<file path="config.mk">
export PLATFORM = sky130hd
export DESIGN_NAME = trace_pkt_decoder
export DESIGN_NICKNAME = d
export VERILOG_FILES = /design/src/rtl/continuous_monitoring_system_pkg.sv /design/src/rtl/axis_skid_buffer.sv /design/src/rtl/trace_pkt_decoder.sv
export SDC_FILE = /design/constraint.sdc
export NUM_CORES = 1
export LEC_CHECK = 0
export CAP_MARGIN = 20
export CORE_MARGIN = 3
export CORE_UTILIZATION = 47
export DETAILED_ROUTE_END_ITERATION = 10
export HOLD_SLACK_MARGIN = 0.12
export PLACE_DENSITY_LB_ADDON = 0.15
export SYNTH_ARGS = -nofsm -noshare
export SYNTH_HDL_FRONTEND = slang
export SYNTH_SLANG_ARGS = --single-unit
</file>
<file path="constraint.sdc">
create_clock -name clk -period 9.4 [get_ports clk]
set_clock_uncertainty 0.05 [all_clocks]
set_input_delay 0.94 -clock clk [delete_from_list [all_inputs] [get_ports clk]]
set_output_delay 0.94 -clock clk [all_outputs]
set_load 0.02 [all_outputs]
</file>
<file path="src/rtl/continuous_monitoring_system_pkg.sv">
// rtl/continuous_monitoring_system_pkg.sv - shared widths, packet field offsets and types for the CMS trace stream
package continuous_monitoring_system_pkg;

    localparam int XLEN                                = 32;
    localparam int RISC_V_INSTRUCTION_WIDTH            = 32;
    localparam int CLK_COUNTER_WIDTH                   = 32;
    localparam int NO_OF_PERFORMANCE_EVENTS            = 4;
    localparam int PERFORMANCE_EVENT_MOD_COUNTER_WIDTH = 8;
    localparam int PERF_FIELD_WIDTH = NO_OF_PERFORMANCE_EVENTS * PERFORMANCE_EVENT_MOD_COUNTER_WIDTH;

    // Offsets are shared with the producer: counters at the LSB end, instr at the MSB end.
    localparam int PERF_LOCATION              = 0;
    localparam int PC_LOCATION                = PERF_LOCATION + PERF_FIELD_WIDTH;
    localparam int CLK_COUNTER_DELTA_LOCATION = PC_LOCATION + XLEN;
    localparam int INSTR_LOCATION             = CLK_COUNTER_DELTA_LOCATION + CLK_COUNTER_WIDTH;
    localparam int AXI_DATA_WIDTH             = INSTR_LOCATION + RISC_V_INSTRUCTION_WIDTH;

    typedef struct packed {
        logic [RISC_V_INSTRUCTION_WIDTH-1:0] instr;
        logic [CLK_COUNTER_WIDTH-1:0]        delta;
        logic [XLEN-1:0]                     pc;
        logic [0:NO_OF_PERFORMANCE_EVENTS-1][PERFORMANCE_EVENT_MOD_COUNTER_WIDTH-1:0] counters;
    } trace_pkt_t;

    typedef enum logic [1:0] {
        IDLE = 2'd0,
        RUN  = 2'd1,
        DONE = 2'd2
    } decoder_state_t;

    function automatic logic [31:0] sat_add32(input logic [31:0] a, input logic [31:0] b);
        logic [32:0] s;
        s = {1'b0, a} + {1'b0, b};
        return s[32] ? 32'hFFFF_FFFF : s[31:0];
    endfunction

endpackage

</file>
<file path="src/rtl/axis_skid_buffer.sv">
// rtl/axis_skid_buffer.sv - 2-entry fall-through stream buffer with registered tready
module axis_skid_buffer #(
    parameter int WIDTH = 8
) (
    input  logic             clk,
    input  logic             rst,
    input  logic             s_tvalid,
    output logic             s_tready,
    input  logic [WIDTH-1:0] s_tdata,
    output logic             m_tvalid,
    input  logic             m_tready,
    output logic [WIDTH-1:0] m_tdata
);

    logic [WIDTH-1:0] mem [2];
    logic             wr_ptr;
    logic             rd_ptr;
    logic [1:0]       count;
    logic [1:0]       count_next;
    logic             ready_r;
    logic             empty;
    logic             push;
    logic             store;
    logic             pop;

    assign empty    = (count == 2'd0);
    assign push     = s_tvalid & ready_r;
    assign s_tready = ready_r;

    // When empty, a beat bypasses storage so the consumer sees it on the same edge.
    assign m_tvalid = empty ? push : 1'b1;
    assign m_tdata  = empty ? s_tdata : mem[rd_ptr];
    assign store    = push & ~(empty & m_tready);
    assign pop      = ~empty & m_tready;

    always_comb begin
        count_next = count + {1'b0, store} - {1'b0, pop};
    end

    always_ff @(posedge clk or posedge rst) begin
        if (rst) begin
            count   <= 2'd0;
            wr_ptr  <= 1'b0;
            rd_ptr  <= 1'b0;
            ready_r <= 1'b0;
        end else begin
            count   <= count_next;
            ready_r <= (count_next != 2'd2);
            if (store) wr_ptr <= ~wr_ptr;
            if (pop)   rd_ptr <= ~rd_ptr;
        end
    end

    always_ff @(posedge clk) begin
        if (store) mem[wr_ptr] <= s_tdata;
    end

endmodule

</file>
<file path="src/rtl/trace_pkt_decoder.sv">
// rtl/trace_pkt_decoder.sv - CMS trace packet decoder with timestamp rebuild and statistics
// optional: CMS_DECODER_PERF_TOTALS_EN enables per-event 32-bit saturating totals
module trace_pkt_decoder
    import continuous_monitoring_system_pkg::*;
#(
    parameter int DATA_WIDTH   = AXI_DATA_WIDTH,
    parameter int NO_OF_EVENTS = NO_OF_PERFORMANCE_EVENTS,
    parameter int EVT_W        = PERFORMANCE_EVENT_MOD_COUNTER_WIDTH,
    parameter int TS_W         = 64
) (
    input  logic                                clk,
    input  logic                                rst,
    input  logic                                S_AXIS_tvalid,
    output logic                                S_AXIS_tready,
    input  logic [DATA_WIDTH-1:0]               S_AXIS_tdata,
    input  logic                                S_AXIS_tlast,
    input  logic                                clear,
    output logic                                out_valid,
    input  logic                                out_ready,
    output logic [RISC_V_INSTRUCTION_WIDTH-1:0] out_instr,
    output logic [XLEN-1:0]                     out_pc,
    output logic [CLK_COUNTER_WIDTH-1:0]        out_delta,
    output logic [TS_W-1:0]                     out_timestamp,
    output logic [NO_OF_EVENTS*EVT_W-1:0]       out_perf,
    output logic                                out_first,
    output logic                                out_last,
    output logic [31:0]                         pkt_count,
    output logic [15:0]                         trace_count,
    output logic                                err_zero_delta,
    output logic [NO_OF_EVENTS*32-1:0]          perf_total
);

    logic                  sk_valid;
    logic                  sk_ready;
    logic [DATA_WIDTH:0]   sk_data;
    logic                  load;
    logic [DATA_WIDTH-1:0] beat_data;
    logic                  beat_last;
    logic [CLK_COUNTER_WIDTH-1:0] beat_delta;
    logic                  beat_first;
    logic [TS_W-1:0]       ts_r;
    logic [TS_W-1:0]       ts_next;
    logic [31:0]           pkt_base;
    logic [15:0]           trace_base;
    decoder_state_t        state;

    axis_skid_buffer #(
        .WIDTH (DATA_WIDTH + 1)
    ) u_skid (
        .clk      (clk),
        .rst      (rst),
        .s_tvalid (S_AXIS_tvalid),
        .s_tready (S_AXIS_tready),
        .s_tdata  ({S_AXIS_tlast, S_AXIS_tdata}),
        .m_tvalid (sk_valid),
        .m_tready (sk_ready),
        .m_tdata  (sk_data)
    );

    assign sk_ready = ~out_valid | out_ready;
    assign load     = sk_valid & sk_ready;

    // A clear coinciding with a load is applied first, so the load restarts everything.
    always_comb begin
        beat_data  = sk_data[DATA_WIDTH-1:0];
        beat_last  = sk_data[DATA_WIDTH];
        beat_delta = beat_data[CLK_COUNTER_DELTA_LOCATION +: CLK_COUNTER_WIDTH];
        beat_first = clear | (state != RUN);
        ts_next    = (beat_first ? '0 : ts_r) + TS_W'(beat_delta);
        pkt_base   = clear ? 32'd0 : pkt_count;
        trace_base = clear ? 16'd0 : trace_count;
    end

    always_ff @(posedge clk or posedge rst) begin
        if (rst) begin
            state          <= IDLE;
            ts_r           <= '0;
            pkt_count      <= 32'd0;
            trace_count    <= 16'd0;
            err_zero_delta <= 1'b0;
        end else if (load) begin
            state          <= beat_last ? DONE : RUN;
            ts_r           <= ts_next;
            pkt_count      <= sat_add32(pkt_base, 32'd1);
            trace_count    <= trace_base + {15'd0, beat_last};
            err_zero_delta <= (err_zero_delta & ~clear) | (beat_delta == '0);
        end else if (clear) begin
            state          <= IDLE;
            ts_r           <= '0;
            pkt_count      <= 32'd0;
            trace_count    <= 16'd0;
            err_zero_delta <= 1'b0;
        end
    end

    always_ff @(posedge clk or posedge rst) begin
        if (rst) begin
            out_valid     <= 1'b0;
            out_instr     <= '0;
            out_pc        <= '0;
            out_delta     <= '0;
            out_timestamp <= '0;
            out_perf      <= '0;
            out_first     <= 1'b0;
            out_last      <= 1'b0;
        end else if (load) begin
            out_valid     <= 1'b1;
            out_instr     <= beat_data[INSTR_LOCATION +: RISC_V_INSTRUCTION_WIDTH];
            out_pc        <= beat_data[PC_LOCATION +: XLEN];
            out_delta     <= beat_delta;
            out_timestamp <= ts_next;
            out_perf      <= beat_data[PERF_LOCATION +: NO_OF_EVENTS*EVT_W];
            out_first     <= beat_first;
            out_last      <= beat_last;
        end else if (out_ready) begin
            out_valid     <= 1'b0;
        end
    end

`ifdef CMS_DECODER_PERF_TOTALS_EN
    // Event 0 sits in the most significant slice, matching packet order.
    for (genvar i = 0; i < NO_OF_EVENTS; i++) begin : g_perf
        logic [EVT_W-1:0] cnt;
        logic [31:0]      total_q;
        logic [31:0]      base;

        assign cnt  = beat_data[PERF_LOCATION + (NO_OF_EVENTS-1-i)*EVT_W +: EVT_W];
        assign base = beat_first ? 32'd0 : total_q;
        assign perf_total[(NO_OF_EVENTS-1-i)*32 +: 32] = total_q;

        always_ff @(posedge clk or posedge rst) begin
            if (rst) begin
                total_q <= 32'd0;
            end else if (load) begin
                total_q <= sat_add32(base, 32'(cnt));
            end else if (clear) begin
                total_q <= 32'd0;
            end
        end
    end
`else
    assign perf_total = '0;
`endif

endmodule
</file>
; Word-level counts from Yosys, hierarchy flattened
; Memory sizes are Yosys's and may differ from the RTL's.
; Cells that the tools add are included.
[word_totals]
reg_bits = 315
latchBits = 0
ram_bits = 258
rom_bits = 0
in_bits = 134
output_inout_bits = 373
elab_cells = 63
memories = 1
[classes]
addsub = 5
n_mul = 0
div = 0
magnitude_cmp = 0
eq_ne = 2
n_shift = 0
muxes = 19
bitwise_logic = 15
reduce_logical = 4
[mem_list]
columns = memory, depth, word_bits, rd, rd_clocked_by_memory_dff, wr, line
row1 = u_skid.mem, 2, 129, 1, 0, 1, axis_skid_buffer.sv:15  ; logic [WIDTH-1:0] mem [2];
[ops]
columns = operator, count
row1 = 2-to-1 mux 64 bit, 3
row2 = 2-to-1 mux 129 bit, 1
row3 = 2-to-1 mux 32 bit, 3
row4 = adder 64 x 32 -> 64 bit, 1
row5 = adder 32 x 1 -> 33 bit (second input constant), 1
row6 = zero test 32 bit, 1
row7 = 2-to-1 mux 16 bit, 2
row8 = adder 16 x 1 -> 16 bit, 1
row9 = 2-to-1 mux 1 bit, 7
row10 = AND 1 bit, 6
row11 = 2-to-1 mux 2 bit, 3
row12 = NOT 1 bit, 6
row13 = nonzero test 2 bit, 2
row14 = bitwise OR 1 bit, 3
row15 = adder 2 x 1 -> 2 bit, 1
row16 = zero test 2 bit, 1
row17 = != test 2 x 1 -> 1 bit (second input constant), 1
row18 = != test 2 bit (second input constant), 1
row19 = subtractor 2 x 1 -> 2 bit, 1

; Logic depth before layout (Yosys ltp)
[logic_depth]
word_depth = 8
ltp_mapped = 18

; By module
; Synthesis repeated with hierarchy kept, for this count alone.
[unflattened]
hier_cells = 2562
hier_area_um2 = 26825.7
[by_module_without_submodules]
columns = mod, n_inst, cells_per_inst, area_each_um2
row1 = trace_pkt_decoder, 1, 1845, 16049.1
row2 = axis_skid_buffer, 1, 717, 10776.6

; Worst setup path after synthesis
; OpenSTA, ideal clock, no wires.
[synth_timing]
path_type = input to register
startpoint = input out_ready
endpoint = memory u_skid.mem[0][0] (netlist name), enable pin
setup_time_ps = 775
t_arrival_ps = 9942
required_ps = 8575
setup_slack_ps = -1367
cell_stages = 3
cell_sequence = nor2b_1 nor3_1 nor3_1
[synth_via]
elab_chain_len = 6
[synth_rtl]
columns = item, line
row1 = "start, declared", trace_pkt_decoder.sv:19  ; input logic out_ready,
row2 = bitwise OR 1 bit, trace_pkt_decoder.sv:60  ; assign sk_ready = ~out_valid | out_ready;
row3 = AND 1 bit, axis_skid_buffer.sv:33  ; assign store = push & ~(empty & m_tready);
row4 = NOT 1 bit, axis_skid_buffer.sv:33
row5 = AND 1 bit, axis_skid_buffer.sv:33
row6 = 2-to-1 mux 1 bit, axis_skid_buffer.sv:55  ; if (store) mem[wr_ptr] <= s_tdata;
row7 = 2-to-1 mux 1 bit (not written as such), axis_skid_buffer.sv:55
row8 = "end, declared", axis_skid_buffer.sv:15
; Every way passes these cells.

; Worst setup path after layout
[layout_timing]
startpoint = register u_skid.count[1]
endpoint = register ts_r[32]
[layout_via]
elab_chain_len = 4
[layout_rtl]
columns = item, line
row1 = "start, declared", axis_skid_buffer.sv:18  ; logic [1:0] count;
row2 = "start signal, assigned", axis_skid_buffer.sv:47  ; count <= count_next;
row3 = zero test 2 bit, axis_skid_buffer.sv:26  ; assign empty = (count == 2'd0);
row4 = 2-to-1 mux 129 bit, axis_skid_buffer.sv:32  ; assign m_tdata = empty ? s_tdata : mem[rd_ptr];
row5 = via sk_data[64], trace_pkt_decoder.sv:35  ; logic [DATA_WIDTH:0] sk_data;
row6 = adder 64 x 32 -> 64 bit, trace_pkt_decoder.sv:69  ; ts_next = (beat_first ? '0 : ts_r) + TS_W'(beat_delta);
row7 = 2-to-1 mux 64 bit, trace_pkt_decoder.sv:81  ; end else if (load) begin
row8 = "end signal, assigned", trace_pkt_decoder.sv:83  ; ts_r <= ts_next;
row9 = "end, declared", trace_pkt_decoder.sv:41  ; logic [TS_W-1:0] ts_r;
; The timed path passes the listed nets, and every way through them passes these cells.
; A chain may end at the register's enable or synchronous reset.

==> results.md <==
* CP max stage delay at ~0.81 ns
* Placed cells at 3468
* Fillers at 4702
* Hold Fails Final Rpt at 0
* First-pass GRT wire length at 109.2 mm
* Hold_buf cts at 0
* Hold depth at 2
* #FFs+latches synth at ~570
* HP Start: ts_r[7]$_DFFE_PP0P_
* H-tree depth at 2
* DRC Markers at 0
* Unrepaired setup endpoints after global routing: false
* Slew HR at 0.2104
* Vias in the first global route at 18630
* Share of layout cells above drive strength 1 at 0.05046
* Max cap viols at 0
* Non-filler instance count after layout at around 3600
* Tcrit/Tclk final at 0.5681
* Starting Density at 0.4770
* Hold Path Class: reg2reg
* Fmax at roughly 190 MHz
* FF-to-FF setup slack at 4.06 ns
* Reg2Reg Launch Point: u_skid.count[1]$_DFF_PP0_
* Detailed Routing Iterations Pass 1 at 6
* CP Capture Type: flip-flop
* Gr usage total at 0.2328
* P per Cell Area at 312.4 nW/um^2
* Setup slack after layout at a little over 4 ns
* Critical path cell sequence: nor2_4, buf_4, nor2_1, a21oi_1, inv_1, ha_1, fa_1, a211o_1, o211ai_1, a211oi_1, o2111ai_1, nand3_1, and2_1, o21ai_0, a32o_1
* Total wire length at 70.02 mm
* Top cells by area, synth: dfrtp_1 (30%), edfxtp_1 (29%), nand2_1 (5.4%)
* Syn-to-layout area delta at 23.08%
* Sequential share of the synthesized area at 0.5925
* Hold EP: ts_r[7]$_DFFE_PP0P_
* Post-synth top area cell: dfrtp_1
* Required @ worst endpoint at ~9.9 ns
* Synth Cell Area at 26380 sq um
* IO Port Bufs at around 380
* Critical path arrival at around 6 ns
* Cell variety after synth at 67
* Syn Inst Count at around 2400
* Slew Limit Fails at 0
* Pre-CTS WS at about 4.2 ns
* Drt wl/cell at between 15 and 20 um
* Count leader, synth: nand2_1
* Final setup fails at 0
* Sink Count at 573
* Clock latency on the worst-skew pair at about 0.63 ns
* Avg Inst Size Synth at roughly 11 sq um
* Chip height at approximately 240 um
* Die ar. at 59010 sq um
* Leak at around 14 nW
* Core ar. at 55310 sq um
* Crit path max-delay cell type: buf_4
* Total gr overflow at 0
* Terminus of the critical flop-to-flop path: ts_r[32]$_DFFE_PP0P_
* Metal-1 WL at roughly 31 mm
* Clk buf depth at 3
* CTS clk-pin slew, worst paths at about 0.06 ns
* Fraction of registers with async set or reset after synthesis at 0.5497
* Ys flop type: dfrtp_1
* Crit Path Category: reg2reg
* Post-route ant nets at 0
* DPL Wire Length at about 47 mm
* Max FO, Critical Path at slightly below 100
* Highest Signal Layer: met5
* Top Ports at around 500
* Detailed-route vias per instance at 5.319
* Root Buffer: clkbuf_16
* Met3 wire len at 3.987 mm
* # rows at 86
* Setup TNS at 0 ns
* Gpl congestion at approximately 0.88
* Initial antenna violation count at 3
* Via count at roughly 19000
* DIE WIDTH at 242.9 um
* Fin crit period at roughly 5.3 ns
* Placed instance area at 30350 sq um
* Met2 WL at roughly 34 mm
* CTS tree: built
* Reg2reg path depth at 15
* Total CTS buffers at 60
* Max IR drop VDD at 186.6 uV
* Startpoint types: flip-flop
* # nets final at 2954
* Post-synth top area share at 0.2988
* Number of gates resized after cts at 0
* Status: completed
* Synth warnings at 0
* Synth top cells by count: nand2_1 (382), dfrtp_1 (315), edfxtp_1 (258), nor2_1 (175), a21oi_1 (173)
* Finished Cell Area at between 30000 and 40000 sq um
* Initial DRC Count at between 1000 and 1500
* Post-synth EDFFs at approximately 260
* Number of post-CTS setup repair buffers at 0
* Worst-margin pin slew at around 1.2 ns
* Largest net degree at the start of global routing at between 150 and 200
-- worst max-delay path by stage --
| stage | startpoint | to | slack, ns |
|---|---|---|---|
| 5_1_grt | u_skid.count[1]$_DFF_PP0_ | out_timestamp[36]$_DFFE_PP0P_ | 3.78 |
| 3_5_place_dp | u_skid.count[0]$_DFF_PP0_ | out_timestamp[36]$_DFFE_PP0P_ | 4.24 |
| 6_report | u_skid.count[1]$_DFF_PP0_ | ts_r[32]$_DFFE_PP0P_ | 4.06 |
| 4_1_cts | u_skid.count[0]$_DFF_PP0_ | out_timestamp[52]$_DFFE_PP0P_ | 4.18 |
| 3_3_place_gp | u_skid.count[0]$_DFF_PP0_ | out_timestamp[36]$_DFFE_PP0P_ | 4.30 |
| 2_1_floorplan | out_ready | u_skid.mem[0][0]$_DFFE_PP_ | 2.60 |
-- metal layers --
| layer | vias up | track usage |
|---|---|---|
| li1 | 9006 | - |
| met4 | 2 | 0.06696 |
| met3 | 108 | 0.03723 |
| met2 | 550 | 0.3771 |
| met1 | 9401 | 0.3267 |
| met5 | - | 0 |
-- power breakdown --
group | leakage [nW] | internal [mW] | switching [mW]
registers | 6.46 | 3.35 | 0.362
clock network | 1.03 | 1.51 | 0.994
logic | 6.26 | 1.47 | 2.46
total | 13.7 | 6.33 | 3.81
-- stage by stage --
| stage | hold slack, ns | utilization | total power, mW |
|---|---|---|---|
| floorplan | 0.3876 | - | 6.195 |
| global placement | 0.4003 | 0.5485 | 7.623 |
| detailed placement | 0.4061 | 0.5488 | 7.701 |
| CTS | 0.4217 | 0.5869 | 10.24 |
| global route | 0.4446 | 0.5870 | 10.75 |
| finish | 0.4169 | 0.5871 | 10.14 |
-- critical path, delay by kind of cell, from the launching register on --
kind	cells	cell delay, ns
AOI/OAI and AO/OA	7	1.67
DFF	1	0.43
buffers and inverters	2	0.90
adders and majority gates	2	0.65
and+or+nand+nor	4	1.53
-- placed cells by master (no fill, tap or decap), types with 22 or more instances in the layout --
cell type / instances
nand3_1: 51
conb_1: 128
a21o_1: 22
nor3_1: 23
and2_1: 45
o21ai_0: 171
nor2_1: 173
edfxtp_1: 258
nand2_1: 382
nand4_1: 45
inv_1: 45
dfrtp_1: 314
o21ai_1: 53
clkbuf_16: 61
mux2i_1: 137
xnor2_1: 39
a21oi_1: 172
ha_1: 37
clkdlybuf4s50_1: 377
and3_1: 33
xor2_1: 45
-- area by class of cell --
| cell class | count | area (sq um) | area share |
|---|---|---|---|
| well taps | 748 | 935.9 | 0.02882 |
| clock inverters | 28 | 407.9 | 0.01256 |
| diodes | 3 | 7.507 | 0.0002312 |
| flip-flops and latches | 573 | 15630 | 0.4815 |
| multi-input cells | 1699 | 9633 | 0.2967 |
| inverters | 47 | 180.2 | 0.005549 |
| repair buffers | 401 | 3971 | 0.1223 |
| clock buffers | 86 | 1700 | 0.05237 |
-- registers in the layout, indices dropped and copies added (netlist names), 2 cells and up --
| signal | flops |
|---|---|
| u_skid.mem | 258 |
| out_perf | 32 |
| pkt_count | 32 |
| out_pc | 32 |
| trace_count | 16 |
| out_instr | 32 |
| ts_r | 64 |
| u_skid.count | 2 |
| state | 2 |
| out_timestamp | 64 |
| out_delta | 32 |
-- logic make-up (layout without fill, tap and decap cells) --
| family | Yosys count | in the layout | share of synthesized area |
|---|---|---|---|
| AO/OA/AOI/OAI | 491 | 491 | 0.1048 |
| XOR/XNOR | 84 | 84 | 0.02789 |
| adder cells (fa/ha/maj) | 38 | 38 | 0.01831 |
| buffers and inverters | 303 | 562 | 0.06227 |
| flip-flops | 573 | 573 | 0.5925 |
| multiplexers | 145 | 145 | 0.05540 |
| other | 1 | 131 | 0.0001421 |
| AND/OR/NAND/NOR | 813 | 813 | 0.1387 |
Power figures use the tool's default switching activity.
